### src/rtl/spi_slave_if.sv
// SPI pin bundle plus the fabric-side word interface of the SPI target.
interface spi_slave_if #(
  parameter int WIDTH = 8
);
  logic             SCK;
  logic             SSEL;
  logic             MOSI;
  logic             MISO;
  logic [WIDTH-1:0] tx_data;
  logic [WIDTH-1:0] rx_data;
  logic             rx_valid;
  logic             busy;

  modport slave (
    input  SCK, SSEL, MOSI, tx_data,
    output MISO, rx_data, rx_valid, busy
  );

  modport master (
    output SCK, SSEL, MOSI, tx_data,
    input  MISO, rx_data, rx_valid, busy
  );
endinterface

### src/rtl/spi_slave.sv
// SPI mode-3 target clocked entirely by clk; SCK/SSEL/MOSI are oversampled
// through synchronisers and their edges are detected in the clk domain.
module spi_slave #(
  parameter int WIDTH = 8
) (
  input logic         clk,
  input logic         rst,
  spi_slave_if.slave  bus
);

  localparam int CNT_W = (WIDTH > 2) ? $clog2(WIDTH) : 1;
  localparam logic [CNT_W-1:0] LAST_BIT = CNT_W'(WIDTH - 1);

  logic [2:0]       sck_sync_q, sck_sync_d;
  logic [2:0]       ssel_sync_q, ssel_sync_d;
  logic [1:0]       mosi_sync_q, mosi_sync_d;
  logic [CNT_W-1:0] bit_cnt_q, bit_cnt_d;
  logic [WIDTH-1:0] tx_shift_q, tx_shift_d;
  logic [WIDTH-1:0] rx_shift_q, rx_shift_d;
  logic [WIDTH-1:0] rx_data_q, rx_data_d;
  logic             rx_valid_q, rx_valid_d;
  logic             miso_q, miso_d;
  logic             busy_q, busy_d;

  logic             sck_rise, sck_fall, ssel_start, active, mosi_bit;
  logic [WIDTH-1:0] rx_word;

  // Edges are taken from the two oldest stages so stage 0 absorbs metastability.
  assign sck_rise   = ~sck_sync_q[2] &  sck_sync_q[1];
  assign sck_fall   =  sck_sync_q[2] & ~sck_sync_q[1];
  assign ssel_start =  ssel_sync_q[2] & ~ssel_sync_q[1];
  assign active     = ~ssel_sync_q[1];
  assign mosi_bit   =  mosi_sync_q[1];
  assign rx_word    = {rx_shift_q[WIDTH-2:0], mosi_bit};

  always_comb begin
    sck_sync_d  = {sck_sync_q[1:0], bus.SCK};
    ssel_sync_d = {ssel_sync_q[1:0], bus.SSEL};
    mosi_sync_d = {mosi_sync_q[0], bus.MOSI};
    bit_cnt_d   = bit_cnt_q;
    tx_shift_d  = tx_shift_q;
    rx_shift_d  = rx_shift_q;
    rx_data_d   = rx_data_q;
    rx_valid_d  = 1'b0;
    miso_d      = miso_q;
    busy_d      = active;

    if (ssel_start) begin
      // SCK edges coinciding with frame start are deliberately dropped.
      bit_cnt_d  = '0;
      tx_shift_d = bus.tx_data;
    end else if (active) begin
      if (sck_fall) begin
        miso_d     = tx_shift_q[WIDTH-1];
        tx_shift_d = {tx_shift_q[WIDTH-2:0], 1'b0};
      end
      if (sck_rise) begin
        rx_shift_d = rx_word;
        if (bit_cnt_q == LAST_BIT) begin
          // Word boundary: publish and reload so words can run back to back.
          rx_data_d  = rx_word;
          rx_valid_d = 1'b1;
          bit_cnt_d  = '0;
          tx_shift_d = bus.tx_data;
        end else begin
          bit_cnt_d = bit_cnt_q + CNT_W'(1);
        end
      end
    end else begin
      bit_cnt_d = '0;
      miso_d    = 1'b0;
    end
  end

  always_ff @(posedge clk or posedge rst) begin
    if (rst) begin
      sck_sync_q  <= 3'b111;
      ssel_sync_q <= 3'b111;
      mosi_sync_q <= 2'b00;
      bit_cnt_q   <= '0;
      tx_shift_q  <= '0;
      rx_shift_q  <= '0;
      rx_data_q   <= '0;
      rx_valid_q  <= 1'b0;
      miso_q      <= 1'b0;
      busy_q      <= 1'b0;
    end else begin
      sck_sync_q  <= sck_sync_d;
      ssel_sync_q <= ssel_sync_d;
      mosi_sync_q <= mosi_sync_d;
      bit_cnt_q   <= bit_cnt_d;
      tx_shift_q  <= tx_shift_d;
      rx_shift_q  <= rx_shift_d;
      rx_data_q   <= rx_data_d;
      rx_valid_q  <= rx_valid_d;
      miso_q      <= miso_d;
      busy_q      <= busy_d;
    end
  end

  assign bus.MISO     = miso_q;
  assign bus.rx_data  = rx_data_q;
  assign bus.rx_valid = rx_valid_q;
  assign bus.busy     = busy_q;

endmodule

### src/flat_wrapper.sv
// flat-port wrapper written by rule: the top's interface ports become plain ports
module spi_slave_flat 
#(
  parameter int WIDTH = 8
)
  (clk, rst, bus_SCK, bus_SSEL, bus_MOSI, bus_tx_data, bus_MISO, bus_rx_data, bus_rx_valid, bus_busy);
  spi_slave_if #(.WIDTH(WIDTH)) bus_i ();
  input logic clk;
  input logic rst;
  input wire logic [$bits(bus_i.SCK)-1:0] bus_SCK;
  input wire logic [$bits(bus_i.SSEL)-1:0] bus_SSEL;
  input wire logic [$bits(bus_i.MOSI)-1:0] bus_MOSI;
  input wire logic [$bits(bus_i.tx_data)-1:0] bus_tx_data;
  output wire logic [$bits(bus_i.MISO)-1:0] bus_MISO;
  output wire logic [$bits(bus_i.rx_data)-1:0] bus_rx_data;
  output wire logic [$bits(bus_i.rx_valid)-1:0] bus_rx_valid;
  output wire logic [$bits(bus_i.busy)-1:0] bus_busy;
  assign bus_i.SCK = bus_SCK;
  assign bus_i.SSEL = bus_SSEL;
  assign bus_i.MOSI = bus_MOSI;
  assign bus_i.tx_data = bus_tx_data;
  assign bus_MISO = bus_i.MISO;
  assign bus_rx_data = bus_i.rx_data;
  assign bus_rx_valid = bus_i.rx_valid;
  assign bus_busy = bus_i.busy;
  spi_slave #(.WIDTH(WIDTH)) u_core (.clk(clk), .rst(rst), .bus(bus_i));
endmodule
### config.mk
export PLATFORM = sky130hd
export DESIGN_NAME = spi_slave_flat
export DESIGN_NICKNAME = d
export VERILOG_FILES = /design/src/rtl/spi_slave_if.sv /design/src/rtl/spi_slave.sv /design/src/flat_wrapper.sv
export SDC_FILE = /design/constraint.sdc
export NUM_CORES = 1
export LEC_CHECK = 0
export CAP_MARGIN = 0
export CORE_MARGIN = 1
export CORE_UTILIZATION = 52
export CTS_CLUSTER_DIAMETER = 40
export DETAILED_ROUTE_END_ITERATION = 12
export GPL_TIMING_DRIVEN = 0
export PLACE_DENSITY = 0.86
export SYNTH_ARGS = -nofsm -noshare
export SYNTH_HDL_FRONTEND = slang
export SYNTH_SLANG_ARGS = --single-unit
### constraint.sdc
create_clock -name clk -period 1.9 [get_ports clk]
set_input_delay 0.38 -clock clk [delete_from_list [all_inputs] [get_ports clk]]
set_output_delay 0.38 -clock clk [all_outputs]
set_load 0.01 [all_outputs]
# Word level (Yosys, flattened, before mapping)

Index checks and enable logic that the tools add are counted.
W data, S select, Z words.

Reduce and logical (&&, ||, !) cells: 5
Divide/modulo/power cells: 0
Mux-type cells: 15
Equal/unequal tests: 2
Bitwise operators: 7
$lt $le $gt $ge: 0
Multipliers: 0
$add $sub $neg: 1
Shifts and indexed selects: 0

Operators with widths:

| kind                  | count |
|---|---|
| $mux W8               | 5 |
| $mux W3               | 4 |
| $mux W1               | 6 |
| $not A1 Y1            | 4 |
| $reduce_and A4 Y1     | 1 |
| $add A3 B1 Y3 const B | 1 |
| $and A1 B1 Y1         | 3 |
| $eq A3 B3 Y1 const B  | 1 |
| $reduce_and A3 Y1     | 1 |
| $reduce_bool A3 Y1    | 1 |
| $ne A2 B2 Y1 const B  | 1 |
| $reduce_and A2 Y1     | 1 |
| $reduce_bool A2 Y1    | 1 |

RAM bits: 0
Bits in latches: 0
Word-level logic and storage cells: 40
Memories kept: 0
Bits of input ports: 13
Bits in read-only memories: 0
Bits in registers: 37
Output and inout bits: 11

# Depth between registers and ports, before layout

Gate-level depths: netlist (run 1).

Depth in word-level cells: 7
Gate-level depth with buffers: 7
Gate-level depth less buffers: 6

# Worst setup path before layout (run 1)

OpenSTA, ideal clock, no wires.

Path type: register to register
Start: register u_core.bit_cnt_q[0]
End: register u_core.rx_data_q[0] (netlist: u_core.bus.rx_data[0])
Path slack: 0.236 ns
Buffers on the path: 1
Stages on the path, launching flop included: 7
Arrival time: 1.538 ns
Setup time: 0.125 ns
Required time: 1.775 ns
Cell sequence: dfrtp_1 ha_1 ha_1 nand3b_4 or3_1 buf_6 mux2_4

Word-level cells in the longest chain between the ends: 2

Ends and longest elaborated chain:

| what                               | RTL line        | RTL |
|---|---|---|
| start, declared                    | spi_slave.sv:17 | `logic [CNT_W-1:0] bit_cnt_q, bit_cnt_d;` |
| start signal, assigned             | spi_slave.sv:91 | `bit_cnt_q <= bit_cnt_d;` |
| $eq A3 B3 Y1                       | spi_slave.sv:59 | `if (bit_cnt_q == LAST_BIT) begin` |
| $reduce_and A4 Y1 (no source line) | n/a             |  |
| end signal, assigned               | spi_slave.sv:94 | `rx_data_q <= rx_data_d;` |
| end, declared                      | spi_slave.sv:20 | `logic [WIDTH-1:0] rx_data_q, rx_data_d;` |

Every way passes these cells.
A chain may end at the register's enable or synchronous reset.

# Final worst setup path (run 1)

Same ends and word-level chain as after synthesis.

==> results of run 1 <==
[state kept, by name, indices dropped and copies added (netlist names)]
| name | cells |
|---|---|
| u_core.bit_cnt_q | 3 |
| u_core.bus.MISO | 1 |
| u_core.bus.busy | 1 |
| u_core.bus.rx_data | 8 |
| u_core.bus.rx_valid | 1 |
| u_core.mosi_sync_q | 2 |
| u_core.rx_shift_q | 7 |
| u_core.sck_sync_q | 3 |
| u_core.ssel_sync_q | 3 |
| u_core.tx_shift_q | 8 |
[power by group through the flow]
stage / clock, mW / combinational, mW / sequential (mW)
6_report: 0.571 / 0.182 / 0.929
5_1_grt: 0.617 / 0.201 / 0.939
4_1_cts: 0.582 / 0.179 / 0.929
3_5_place_dp: 0 / 0.179 / 0.944
3_3_place_gp: 0 / 0.168 / 0.939
2_1_floorplan: 0 / 0.124 / 0.928
[cell usage after synthesis, drive strengths merged]
master / count / area share
dfrtp: 31 / 0.52
mux2: 15 / 0.13
a21oi: 9 / 0.030
mux2i: 9 / 0.060
nor2: 8 / 0.020
dfstp: 6 / 0.11
nor3: 5 / 0.024
buf: 4 / 0.019
inv: 4 / 0.010
ha: 2 / 0.017
nand2: 2 / 0.0050
nand2b: 2 / 0.0084
o21ai: 2 / 0.0092
a31o: 1 / 0.0059
a31oi: 1 / 0.0084
clkbuf: 1 / 0.0025
nand3b: 1 / 0.013
nor2b: 1 / 0.0042
or3: 1 / 0.0042
[final timing paths]
| check | endpoint | slack (ns) | cells past startpoint |
|---|---|---|---|
| max in group asynchronous | u_core.ssel_sync_q[2] | 1.09 | 3 |
| min in group clk | u_core.mosi_sync_q[1] | 0.36 | 0 |
| hold reg to reg | u_core.mosi_sync_q[1] | 0.36 | 0 |
| setup / recovery | u_core.bus.rx_data[0] | 0.1 | 6 |
| setup reg to reg | u_core.bus.rx_data[0] | 0.1 | 6 |
| hold / removal | u_core.tx_shift_q[5] | 0.29 | 2 |
[logic make-up (layout without fill, tap and decap cells)]
logic type	after synthesis	after routing	synth area share
buf+inv	9	42	0.03182
flops	37	37	0.6248
compound gates	13	13	0.05360
fa+ha+maj	2	2	0.01675
simple gates	20	20	0.07958
mux	24	24	0.1935
[cell type report]
class	instances	area share
Inverter	4	0.007973
Clock inverter	1	0.01595
Clock buffer	7	0.02924
Sequential cell	37	0.4957
Timing Repair Buffer	25	0.1409
Multi-Input combinational cell	59	0.2724
Buffer	5	0.01728
Tap cell	31	0.02060
[timing repair]
action	4_1_cts	5_1_grt
setup endpoints to repair	0	1
hold buffers	0	0
buffers inserted	0	1
[worst max-delay path: cells and delay by family, from the launching register on]
family                     cells  cell delay [ns]
and+or+nand+nor                2             0.44
DFF                            1             0.38
muxes                          1             0.30
buffers and inverters          1             0.17
adders and majority gates      2             0.39
[per-layer routing]
metal	GRT usage	up-vias
met5	0	-
met4	0.1071	0
met3	0.05349	8
met2	0.3133	24
met1	0.2065	423
li1	-	422
[cell usage in the layout (no fill, tap or decap)]
cell type / n
mux2i_1: 9
buf_16: 1
clkinv_1: 1
inv_1: 2
or3_1: 1
mux2_4: 8
buf_4: 2
nand3b_4: 1
o21ai_0: 1
mux2_2: 7
clkbuf_1: 2
nor2b_1: 1
nand2b_1: 2
a31oi_2: 1
dfrtp_1: 31
dfstp_2: 6
buf_2: 2
nor3_1: 4
nand2_1: 2
a31o_2: 1
clkdlybuf4s50_1: 23
nor3_4: 1
clkbuf_8: 1
buf_6: 1
bufinv_16: 1
a21oi_1: 9
inv_2: 1
nor2_1: 8
clkbuf_4: 5
o21ai_2: 1
ha_1: 2
[metrics by stage]
step,std cells,instance area [sq um],util,setup TNS (ns)
floorplan,105,1494,-,0
global placement,159,1763,0.6449,-0.05803
detailed placement,159,1763,0.6449,-1.830
CTS,167,1848,0.6760,0
global route,169,1883,0.6888,0
finish,169,1883,0.6888,0
==> summary.md, run 1 <==
| Metric | Value |
|---|---|
| Final #Nets | `152` |
| Vias | `877` |
| Crit path cell chain | `ha_1 > ha_1 > nand3b_4 > or3_1 > buf_6 > mux2_4` |
| Final setup fails | `0` |
| Status | `complete, no violations` |
| Slew HR | `0.6730` |
| Met1 Wirelength | `1080 microns` |
| Clock slew seen by the registers of the worst setup and hold paths | `0.11 ns` |
| Final WL | `2463 microns` |
| Met3 routed WL | `103 microns` |
| Clk_skew | `0.01306 ns` |
| Fmax | `0.5554 GHz` |
| Most used cell, CP | `ha_1` |
| CP required | `2.13 ns` |
| Critical Setup Path Class | `reg2reg` |
| # rows | `19` |
| Crit path max fanout | `9` |
| Max H-tree Level | `2` |
| Routed len/inst | `14.57 microns` |
| Cell Pwr Density | `893.3 nW/um^2` |
| Post-synthesis sequential area ratio | `0.6248` |
| Post-Place Setup Slack | `-0.06086 ns` |
| Sw Pwr | `0.3880 mW` |
| VDD IR max | `0.8708 mV` |
| Initial Util | `0.5465` |
| Die Wd | `55.60 microns` |
| DIE AREA | `3091 sq um` |
| Filler cells | `188` |
| Global-route wire length before repair | `4202 microns` |
| Core ar. | `2734 sq um` |
| GPL Wtd Cong | `0.7439` |
| Syn-to-layout area delta | `26.05%` |
| Vias per cell | `5.189` |
| CP max-delay cell | `dfrtp_1` |
| Number of gates resized after cts | `0` |
| Bufs on Longest Clock Path | `2` |
| Gate Count Post-Synth | `105` |
| Clk_lat worst skew | `0.34 ns` |
| Vias in the first global route | `928` |
| Number of DRC markers in iteration 0 | `6` |
| Hold_ws | `0.2877 ns` |
| Hold WC Path Type | `in2async` |
| Worst path max stage delay | `0.38 ns` |
| Largest net degree at the start of global routing | `38` |
| RSZ-0062 raised after global routing | `false` |
| Syn_area_per_cell | `14.23 sq um` |
| Pre-Repair DR Iteration Count | `3` |
| Synth warnings | `0` |
| Tightest Pin Transition | `0.4874 ns` |
| Crit path time final | `1.801 ns` |
| Worst setup margin | `0.09949 ns` |
| FF+latch count, synth | `37` |
| CTS tree | `yes` |
| Crit path DAT | `2.03 ns` |
| Final ANT Viol Nets | `0` |
| Port bufs | `23` |
| Layout cells sized above 1 | `0.2899` |
| Ports | `24` |
| Synth unique cells | `25` |
| Sequential cell area | `933.4 sq um` |
| Overflow after GRT | `0` |
| Final hold violation count | `0` |
| Number of max-cap violations | `0` |
| Post-synthesis net count | `120` |
| GRT Util Overall | `0.1845` |
| Final period utilization | `0.9476` |
| Crit path from | `u_core.bit_cnt_q[0]` |
| CTS sink count | `37` |
| Reg-to-Reg Start | `u_core.bit_cnt_q[0]` |
| DPL Wire Length | `1712 microns` |
| Nature of the critical path startpoint | `register` |
| DRC Markers | `0` |
| Max Slew Vio Count | `0` |
| Internal Power | `1.294 mW` |
| Clock network power share | `0.340` |
| Netlist Area Pre-Place | `1494 sq um` |
| DR top layer | `met4` |
| Die height | `55.60 microns` |
| CP endpoint kind | `register` |
| Clk root buf | `clkbuf_4` |
| Antenna Cells | `0` |
| Switching share of total power | `0.2306` |
| Routed wl met2 | `1216 microns` |
| CTS buffer count | `5` |
| Total power after layout | `1.682 mW` |
| Leakage | `0.8990 nW` |
| Initial antenna violation count | `0` |
| Sequential power share | `0.552` |
| Gate power share | `0.108` |
| Multi-input logic area | `513.0 sq um` |
(Power assumes the default switching activity.)
==> run 2: changes to the inputs <==
Settings changed: SKIP_LAST_GASP from default to 1.
==> results of run 2 <==
Same layout as run 1: the final DEF is identical, and so are final timing and power.
